===== config.mk =====
export PLATFORM = sky130hd
export DESIGN_NAME = load_seq_ctrl_flat
export DESIGN_NICKNAME = d
export VERILOG_FILES = /design/src/rtl/load_seq_if.sv /design/src/rtl/load_seq_ctrl.sv /design/src/flat_wrapper.sv
export SDC_FILE = /design/constraint.sdc
export NUM_CORES = 1
export LEC_CHECK = 0
export CORE_ASPECT_RATIO = 1.1
export CORE_MARGIN = 3
export CORE_UTILIZATION = 50
export DETAILED_ROUTE_END_ITERATION = 8
export PLACE_DENSITY = 0.86
export SYNTH_ARGS = -nofsm -noshare
export SYNTH_HDL_FRONTEND = slang
export SYNTH_SLANG_ARGS = --single-unit

===== constraint.sdc =====
create_clock -name clk -period 6.3 [get_ports clk]
set_input_delay 1.575 -clock clk [delete_from_list [all_inputs] [get_ports clk]]
set_output_delay 1.575 -clock clk [all_outputs]
set_load 0.1 [all_outputs]

===== src/rtl/load_seq_if.sv =====
// Bus bundle for load_seq_ctrl: execute-stage request, data-memory read
// channel, register-file writeback, error report and statistics.
// The slave modport is the controller's view; master is the surrounding
// pipeline/memory view.
interface load_seq_if;
  logic        req_valid;
  logic        req_ready;
  logic [2:0]  req_func3;
  logic [63:0] req_addr;
  logic [4:0]  req_rd;
  logic        mem_rd_en;
  logic [63:0] mem_addr;
  logic        mem_rvalid;
  logic [63:0] mem_rdata;
  logic        wb_valid;
  logic [4:0]  wb_rd;
  logic [63:0] wb_data;
  logic        err_valid;
  logic [1:0]  err_code;
  logic [63:0] err_addr;
  logic [31:0] stat_loads;
  logic [31:0] stat_errs;

  modport slave (
    input  req_valid, req_func3, req_addr, req_rd, mem_rvalid, mem_rdata,
    output req_ready, mem_rd_en, mem_addr, wb_valid, wb_rd, wb_data,
           err_valid, err_code, err_addr, stat_loads, stat_errs
  );

  modport master (
    output req_valid, req_func3, req_addr, req_rd, mem_rvalid, mem_rdata,
    input  req_ready, mem_rd_en, mem_addr, wb_valid, wb_rd, wb_data,
           err_valid, err_code, err_addr, stat_loads, stat_errs
  );
endinterface


===== src/rtl/load_seq_ctrl.sv =====
// load_seq_ctrl: sequences one RISC-V load from issue to writeback.
// Flow: IDLE -> REQ (read strobe) -> WAIT (bounded by TIMEOUT_CYCLES)
//       -> WB, or IDLE -> ERR for illegal/misaligned, WAIT -> ERR on timeout.
// Optional feature macro: LOAD_SEQ_STATS_EN enables saturating 32-bit
// completed-load and error counters; when undefined both read as zero.
module load_seq_ctrl #(
  parameter int unsigned TIMEOUT_CYCLES = 16  // 1..255
) (
  input  logic        clk,
  input  logic        rst_n,
  load_seq_if.slave   bus
);

  typedef enum logic [2:0] {
    IDLE = 3'd0,
    REQ  = 3'd1,
    WAIT = 3'd2,
    WB   = 3'd3,
    ERR  = 3'd4
  } state_t;

  // Last WAIT count before giving up; counter starts at zero on WAIT entry.
  localparam logic [7:0] TIMEOUT_LAST = 8'(TIMEOUT_CYCLES - 1);

  state_t      state_r;
  logic [7:0]  cnt_r;
  logic [2:0]  func3_r;
  logic [63:0] addr_r;
  logic [4:0]  rd_r;
  logic        mem_rd_en_r;
  logic [63:0] mem_addr_r;
  logic        wb_valid_r;
  logic [4:0]  wb_rd_r;
  logic [63:0] wb_data_r;
  logic        err_valid_r;
  logic [1:0]  err_code_r;
  logic [63:0] err_addr_r;
  logic        accept_s;

  // Access size is encoded in func3[1:0]; the offset must be a multiple of it.
  function automatic logic is_misaligned(input logic [2:0] f3, input logic [2:0] off);
    logic mis;
    case (f3[1:0])
      2'b00:   mis = 1'b0;
      2'b01:   mis = off[0];
      2'b10:   mis = |off[1:0];
      2'b11:   mis = |off;
      default: mis = 1'b0;
    endcase
    return mis;
  endfunction

  // Shift the addressed lane down to bit 0, then sign/zero-extend by func3.
  function automatic logic [63:0] load_extend(input logic [2:0] f3, input logic [2:0] off,
                                              input logic [63:0] rdata);
    logic [63:0] sh;
    logic [63:0] res;
    sh = rdata >> {off, 3'b000};
    case (f3)
      3'b000:  res = {{56{sh[7]}},  sh[7:0]};
      3'b001:  res = {{48{sh[15]}}, sh[15:0]};
      3'b010:  res = {{32{sh[31]}}, sh[31:0]};
      3'b011:  res = rdata;
      3'b100:  res = {56'd0, sh[7:0]};
      3'b101:  res = {48'd0, sh[15:0]};
      3'b110:  res = {32'd0, sh[31:0]};
      default: res = 64'd0;
    endcase
    return res;
  endfunction

  assign bus.req_ready = (state_r == IDLE) && rst_n;
  assign accept_s      = bus.req_valid && bus.req_ready;

  assign bus.mem_rd_en = mem_rd_en_r;
  assign bus.mem_addr  = mem_addr_r;
  assign bus.wb_valid  = wb_valid_r;
  assign bus.wb_rd     = wb_rd_r;
  assign bus.wb_data   = wb_data_r;
  assign bus.err_valid = err_valid_r;
  assign bus.err_code  = err_code_r;
  assign bus.err_addr  = err_addr_r;

  // Load sequencer FSM with registered strobes and held result/error fields.
  always_ff @(posedge clk or negedge rst_n) begin
    if (!rst_n) begin
      state_r     <= IDLE;
      cnt_r       <= 8'd0;
      func3_r     <= 3'd0;
      addr_r      <= 64'd0;
      rd_r        <= 5'd0;
      mem_rd_en_r <= 1'b0;
      mem_addr_r  <= 64'd0;
      wb_valid_r  <= 1'b0;
      wb_rd_r     <= 5'd0;
      wb_data_r   <= 64'd0;
      err_valid_r <= 1'b0;
      err_code_r  <= 2'd0;
      err_addr_r  <= 64'd0;
    end else begin
      mem_rd_en_r <= 1'b0;
      wb_valid_r  <= 1'b0;
      err_valid_r <= 1'b0;
      case (state_r)
        IDLE: begin
          if (accept_s) begin
            func3_r <= bus.req_func3;
            addr_r  <= bus.req_addr;
            rd_r    <= bus.req_rd;
            // Illegal func3 is reported before alignment is considered.
            if (bus.req_func3 == 3'b111) begin
              err_valid_r <= 1'b1;
              err_code_r  <= 2'b10;
              err_addr_r  <= bus.req_addr;
              state_r     <= ERR;
            end else if (is_misaligned(bus.req_func3, bus.req_addr[2:0])) begin
              err_valid_r <= 1'b1;
              err_code_r  <= 2'b01;
              err_addr_r  <= bus.req_addr;
              state_r     <= ERR;
            end else begin
              mem_rd_en_r <= 1'b1;
              mem_addr_r  <= {bus.req_addr[63:3], 3'b000};
              state_r     <= REQ;
            end
          end else begin
            state_r <= IDLE;
          end
        end
        REQ: begin
          cnt_r   <= 8'd0;
          state_r <= WAIT;
        end
        WAIT: begin
          if (bus.mem_rvalid) begin
            wb_valid_r <= 1'b1;
            wb_rd_r    <= rd_r;
            wb_data_r  <= load_extend(func3_r, addr_r[2:0], bus.mem_rdata);
            state_r    <= WB;
          end else if (cnt_r == TIMEOUT_LAST) begin
            err_valid_r <= 1'b1;
            err_code_r  <= 2'b11;
            err_addr_r  <= addr_r;
            state_r     <= ERR;
          end else begin
            cnt_r   <= cnt_r + 8'd1;
            state_r <= WAIT;
          end
        end
        WB:      state_r <= IDLE;
        ERR:     state_r <= IDLE;
        default: state_r <= IDLE;
      endcase
    end
  end

`ifdef LOAD_SEQ_STATS_EN
  logic [31:0] stat_loads_r;
  logic [31:0] stat_errs_r;

  // Saturating counters, bumped once per writeback / error strobe.
  always_ff @(posedge clk or negedge rst_n) begin
    if (!rst_n) begin
      stat_loads_r <= 32'd0;
      stat_errs_r  <= 32'd0;
    end else begin
      if (wb_valid_r && (stat_loads_r != 32'hFFFF_FFFF)) begin
        stat_loads_r <= stat_loads_r + 32'd1;
      end else begin
        stat_loads_r <= stat_loads_r;
      end
      if (err_valid_r && (stat_errs_r != 32'hFFFF_FFFF)) begin
        stat_errs_r <= stat_errs_r + 32'd1;
      end else begin
        stat_errs_r <= stat_errs_r;
      end
    end
  end

  assign bus.stat_loads = stat_loads_r;
  assign bus.stat_errs  = stat_errs_r;
`else
  assign bus.stat_loads = 32'd0;
  assign bus.stat_errs  = 32'd0;
`endif

endmodule


===== src/flat_wrapper.sv =====
// flat-port wrapper written by rule: the top's interface ports become plain ports
module load_seq_ctrl_flat 
#(
  parameter int unsigned TIMEOUT_CYCLES = 16           
)
  (clk, rst_n, bus_req_valid, bus_req_func3, bus_req_addr, bus_req_rd, bus_mem_rvalid, bus_mem_rdata, bus_req_ready, bus_mem_rd_en, bus_mem_addr, bus_wb_valid, bus_wb_rd, bus_wb_data, bus_err_valid, bus_err_code, bus_err_addr, bus_stat_loads, bus_stat_errs);
  load_seq_if bus_i ();
  input  logic clk;
  input  logic rst_n;
  input wire logic [$bits(bus_i.req_valid)-1:0] bus_req_valid;
  input wire logic [$bits(bus_i.req_func3)-1:0] bus_req_func3;
  input wire logic [$bits(bus_i.req_addr)-1:0] bus_req_addr;
  input wire logic [$bits(bus_i.req_rd)-1:0] bus_req_rd;
  input wire logic [$bits(bus_i.mem_rvalid)-1:0] bus_mem_rvalid;
  input wire logic [$bits(bus_i.mem_rdata)-1:0] bus_mem_rdata;
  output wire logic [$bits(bus_i.req_ready)-1:0] bus_req_ready;
  output wire logic [$bits(bus_i.mem_rd_en)-1:0] bus_mem_rd_en;
  output wire logic [$bits(bus_i.mem_addr)-1:0] bus_mem_addr;
  output wire logic [$bits(bus_i.wb_valid)-1:0] bus_wb_valid;
  output wire logic [$bits(bus_i.wb_rd)-1:0] bus_wb_rd;
  output wire logic [$bits(bus_i.wb_data)-1:0] bus_wb_data;
  output wire logic [$bits(bus_i.err_valid)-1:0] bus_err_valid;
  output wire logic [$bits(bus_i.err_code)-1:0] bus_err_code;
  output wire logic [$bits(bus_i.err_addr)-1:0] bus_err_addr;
  output wire logic [$bits(bus_i.stat_loads)-1:0] bus_stat_loads;
  output wire logic [$bits(bus_i.stat_errs)-1:0] bus_stat_errs;
  assign bus_i.req_valid = bus_req_valid;
  assign bus_i.req_func3 = bus_req_func3;
  assign bus_i.req_addr = bus_req_addr;
  assign bus_i.req_rd = bus_req_rd;
  assign bus_i.mem_rvalid = bus_mem_rvalid;
  assign bus_i.mem_rdata = bus_mem_rdata;
  assign bus_req_ready = bus_i.req_ready;
  assign bus_mem_rd_en = bus_i.mem_rd_en;
  assign bus_mem_addr = bus_i.mem_addr;
  assign bus_wb_valid = bus_i.wb_valid;
  assign bus_wb_rd = bus_i.wb_rd;
  assign bus_wb_data = bus_i.wb_data;
  assign bus_err_valid = bus_i.err_valid;
  assign bus_err_code = bus_i.err_code;
  assign bus_err_addr = bus_i.err_addr;
  assign bus_stat_loads = bus_i.stat_loads;
  assign bus_stat_errs = bus_i.stat_errs;
  load_seq_ctrl #(.TIMEOUT_CYCLES(TIMEOUT_CYCLES)) u_core (.clk(clk), .rst_n(rst_n), .bus(bus_i));
endmodule

==> flow_summary.yaml <==
run_status:
  outcome: "finished clean"
clock_tree:
  numCtsBuffers: 29
  clk_latency_ns: 0.55
  cts.sinks: 282
  cts_buffer_depth: 3
  post_cts_buffers: 0
  cts_tree: "built"
  cts-resized-gates: 0
  postCtsHoldBufs: 0
  cts_root_buf: "clkbuf_16"
  clk_pin_slew_ns: 0.06
  h-tree-depth: 1
timing:
  skew_ns: 0.0103
  fmax_mhz: 231
  worst_pin_slew_ns: 1.16
  layout_setup_ws_ns: 1.97
  setup_tns_ns: 0
  period_needed_ns: 4.33
  fin_crit_sh: 0.687
  final-max-slew-violation-count: 0
  setup_violations: 0
  slew_headroom: 0.225
  hold_viol: 0
  rsz0062_at_grt: "no"
global_route:
  grt_max_degree: 156
  grt_pass1_wl_microns: 69400
  antenna_found_initial: 3
  grt_pass1_vias: 12200
  grt_use_total: 0.295
  grt-ovfl-total: 0
synth:
  synth_cell_type_count: 52
  synth_area_per_cell_sq_um: 9.88
  synth-seq-cells: 282
  syn-instance-count: 1411
  synth_flop_cell: "dfrtp_1"
  ys_warn_count: 0
  synth_edf_count: 0
  synthArstFlopShare: 1.00
  syn_area_sq_um: 13900
  seq_area_frac_synth: 0.506
cells_and_area:
  fin_nets: 1841
  stdcell_count: 2081
  final_cell_mix: "nand2_1, clkdlybuf4s50_1, dfrtp_1"
  syn2layout_area_growth_pct: 31.1
  final_common_cell: "nand2_1"
  layout-drive-gt1-share: 0.134
drt:
  vias: 11900
  drc_errors: 0
  dr.pass1.iters: 5
  antenna_left: 0
  drtIter0Drc: 1076
  wl_per_cell_microns: 21.7
  vias_per_cell: 5.71
  wl_microns: 45100
critical_path:
  worstPathArrival_ns: 2.75
  cp-startpoint: "rst_n"
  critical_path_class: "input pin to primary output"
  r2r_start: "u_core.addr_r[0]"
  required_ns: 4.72
  critPathCapture: "bus_req_ready"
  timing.rr.end: "u_core.bus.wb_data[52]"
  reg2regPathDepth: 5
  cp-end-kind: "primary output"
  worst-r2r-setup-slack_ns: 2.77
  worstSetupStartpointType: "input pin"
  worstPathMaxFanout: 57
floorplan:
  rows: 63
  io_pins: 407
  fp.dieH_microns: 181
  fp.dieArea_sq_um: 29900
  die-width_microns: 165
  coreArea_sq_um: 27200
  initial_utilization: 0.513
place:
  io_buffers: 339
  dp_slack_ns: 1.65
  dp.cells: 2026
  gp_congestion: 0.947
  dpl.hpwl_microns: 30800
job:
  drv_cap: 0
hold_path:
  hold_path_class: "flop to flop"
[per-stage QoR]
step / hold WS (ns) / util / area, sq um
after floorplan: 0.439 / - / 14200
after global placement: 0.449 / 0.636 / 17300
after detailed placement: 0.460 / 0.636 / 17300
after CTS: 0.475 / 0.672 / 18300
after global routing: 0.488 / 0.672 / 18300
final: 0.474 / 0.672 / 18300
[how the worst min path moves through the flow]
stage	slack [ns]	from	depth (start not counted)	endpoint
6_report	0.47	u_core.addr_r[19]	2	u_core.addr_r[19]
5_1_grt	0.49	u_core.bus.wb_data[13]	1	u_core.bus.wb_data[13]
4_1_cts	0.48	u_core.rd_r[2]	2	u_core.bus.wb_rd[2]
3_5_place_dp	0.46	u_core.rd_r[2]	2	u_core.bus.wb_rd[2]
3_3_place_gp	0.45	u_core.rd_r[4]	2	u_core.bus.wb_rd[4]
2_1_floorplan	0.44	u_core.rd_r[0]	2	u_core.bus.wb_rd[0]
[logic make-up (layout without fill, tap and decap cells)]
kind of cell,count (synthesis),after routing,share of synthesized area
xor gates and xnor gates,7,7,0.00440
DFF,282,282,0.506
and+or+nand+nor,499,499,0.141
buffers and inverters,173,418,0.0685
muxes,194,194,0.160
other,1,69,0.000269
AOI/OAI and AO/OA,254,254,0.118
adders and majority gates,1,1,0.000897
[final cells by class]
cell class | count | area, sq um
diodes | 2 | 5.00
clock buffers | 44 | 862
clock inverters | 9 | 130
fillers | 2018 | 8910
inverters | 10 | 37.5
multi-input cells | 1022 | 6210
flip-flops and latches | 282 | 7060
well taps | 357 | 447
repair buffers | 355 | 3530
[Yosys cell counts (6+ instances only)]
cell | count | area share
a22oi_1 | 54 | 0.029
inv_1 | 9 | 0.0024
o2bb2ai_1 | 6 | 0.0038
buf_2 | 10 | 0.0036
o22ai_1 | 14 | 0.0063
buf_1 | 6 | 0.0016
clkbuf_1 | 75 | 0.020
mux2_2 | 129 | 0.10
o211ai_1 | 13 | 0.0070
nand2_1 | 448 | 0.12
xor2_1 | 7 | 0.0044
mux4_2 | 10 | 0.016
a31oi_1 | 19 | 0.0085
buf_4 | 67 | 0.036
a21oi_1 | 41 | 0.015
a21o_1 | 6 | 0.0032
a32oi_1 | 10 | 0.0063
mux2i_1 | 54 | 0.039
o21ai_0 | 68 | 0.024
nor2_1 | 16 | 0.0043
dfrtp_1 | 282 | 0.51
a21oi_2 | 10 | 0.0063
[state kept, by name, indices dropped and copies added, names as in the netlist, 3 cells and up]
name,flops
u_core.bus.wb_data,64
u_core.bus.wb_rd,5
u_core.cnt_r,8
u_core.bus.err_addr,64
u_core.state_r,3
u_core.bus.mem_addr,61
u_core.rd_r,5
u_core.addr_r,64
u_core.func3_r,3
[per-layer routing]
| layer | vias up | global-route usage | share of wire | wire, microns |
|---|---|---|---|---|
| met3 | 123 | 0.0782 | 0.094 | 4240 |
| li1 | 5277 | - | - | - |
| met2 | 640 | 0.487 | 0.49 | 22000 |
| met5 | - | 0 | 0.00044 | 20 |
| met1 | 5834 | 0.353 | 0.36 | 16400 |
| met4 | 2 | 0.149 | 0.055 | 2480 |
[critical path, stage by stage]
cell,delay [ns]
buf_8,0.34
nor4b_2,0.42
buf_4,0.38
Power is left out: the tool's default activity adds up to more than one toggle a clock period on the data nets, which glitch-free logic cannot reach.
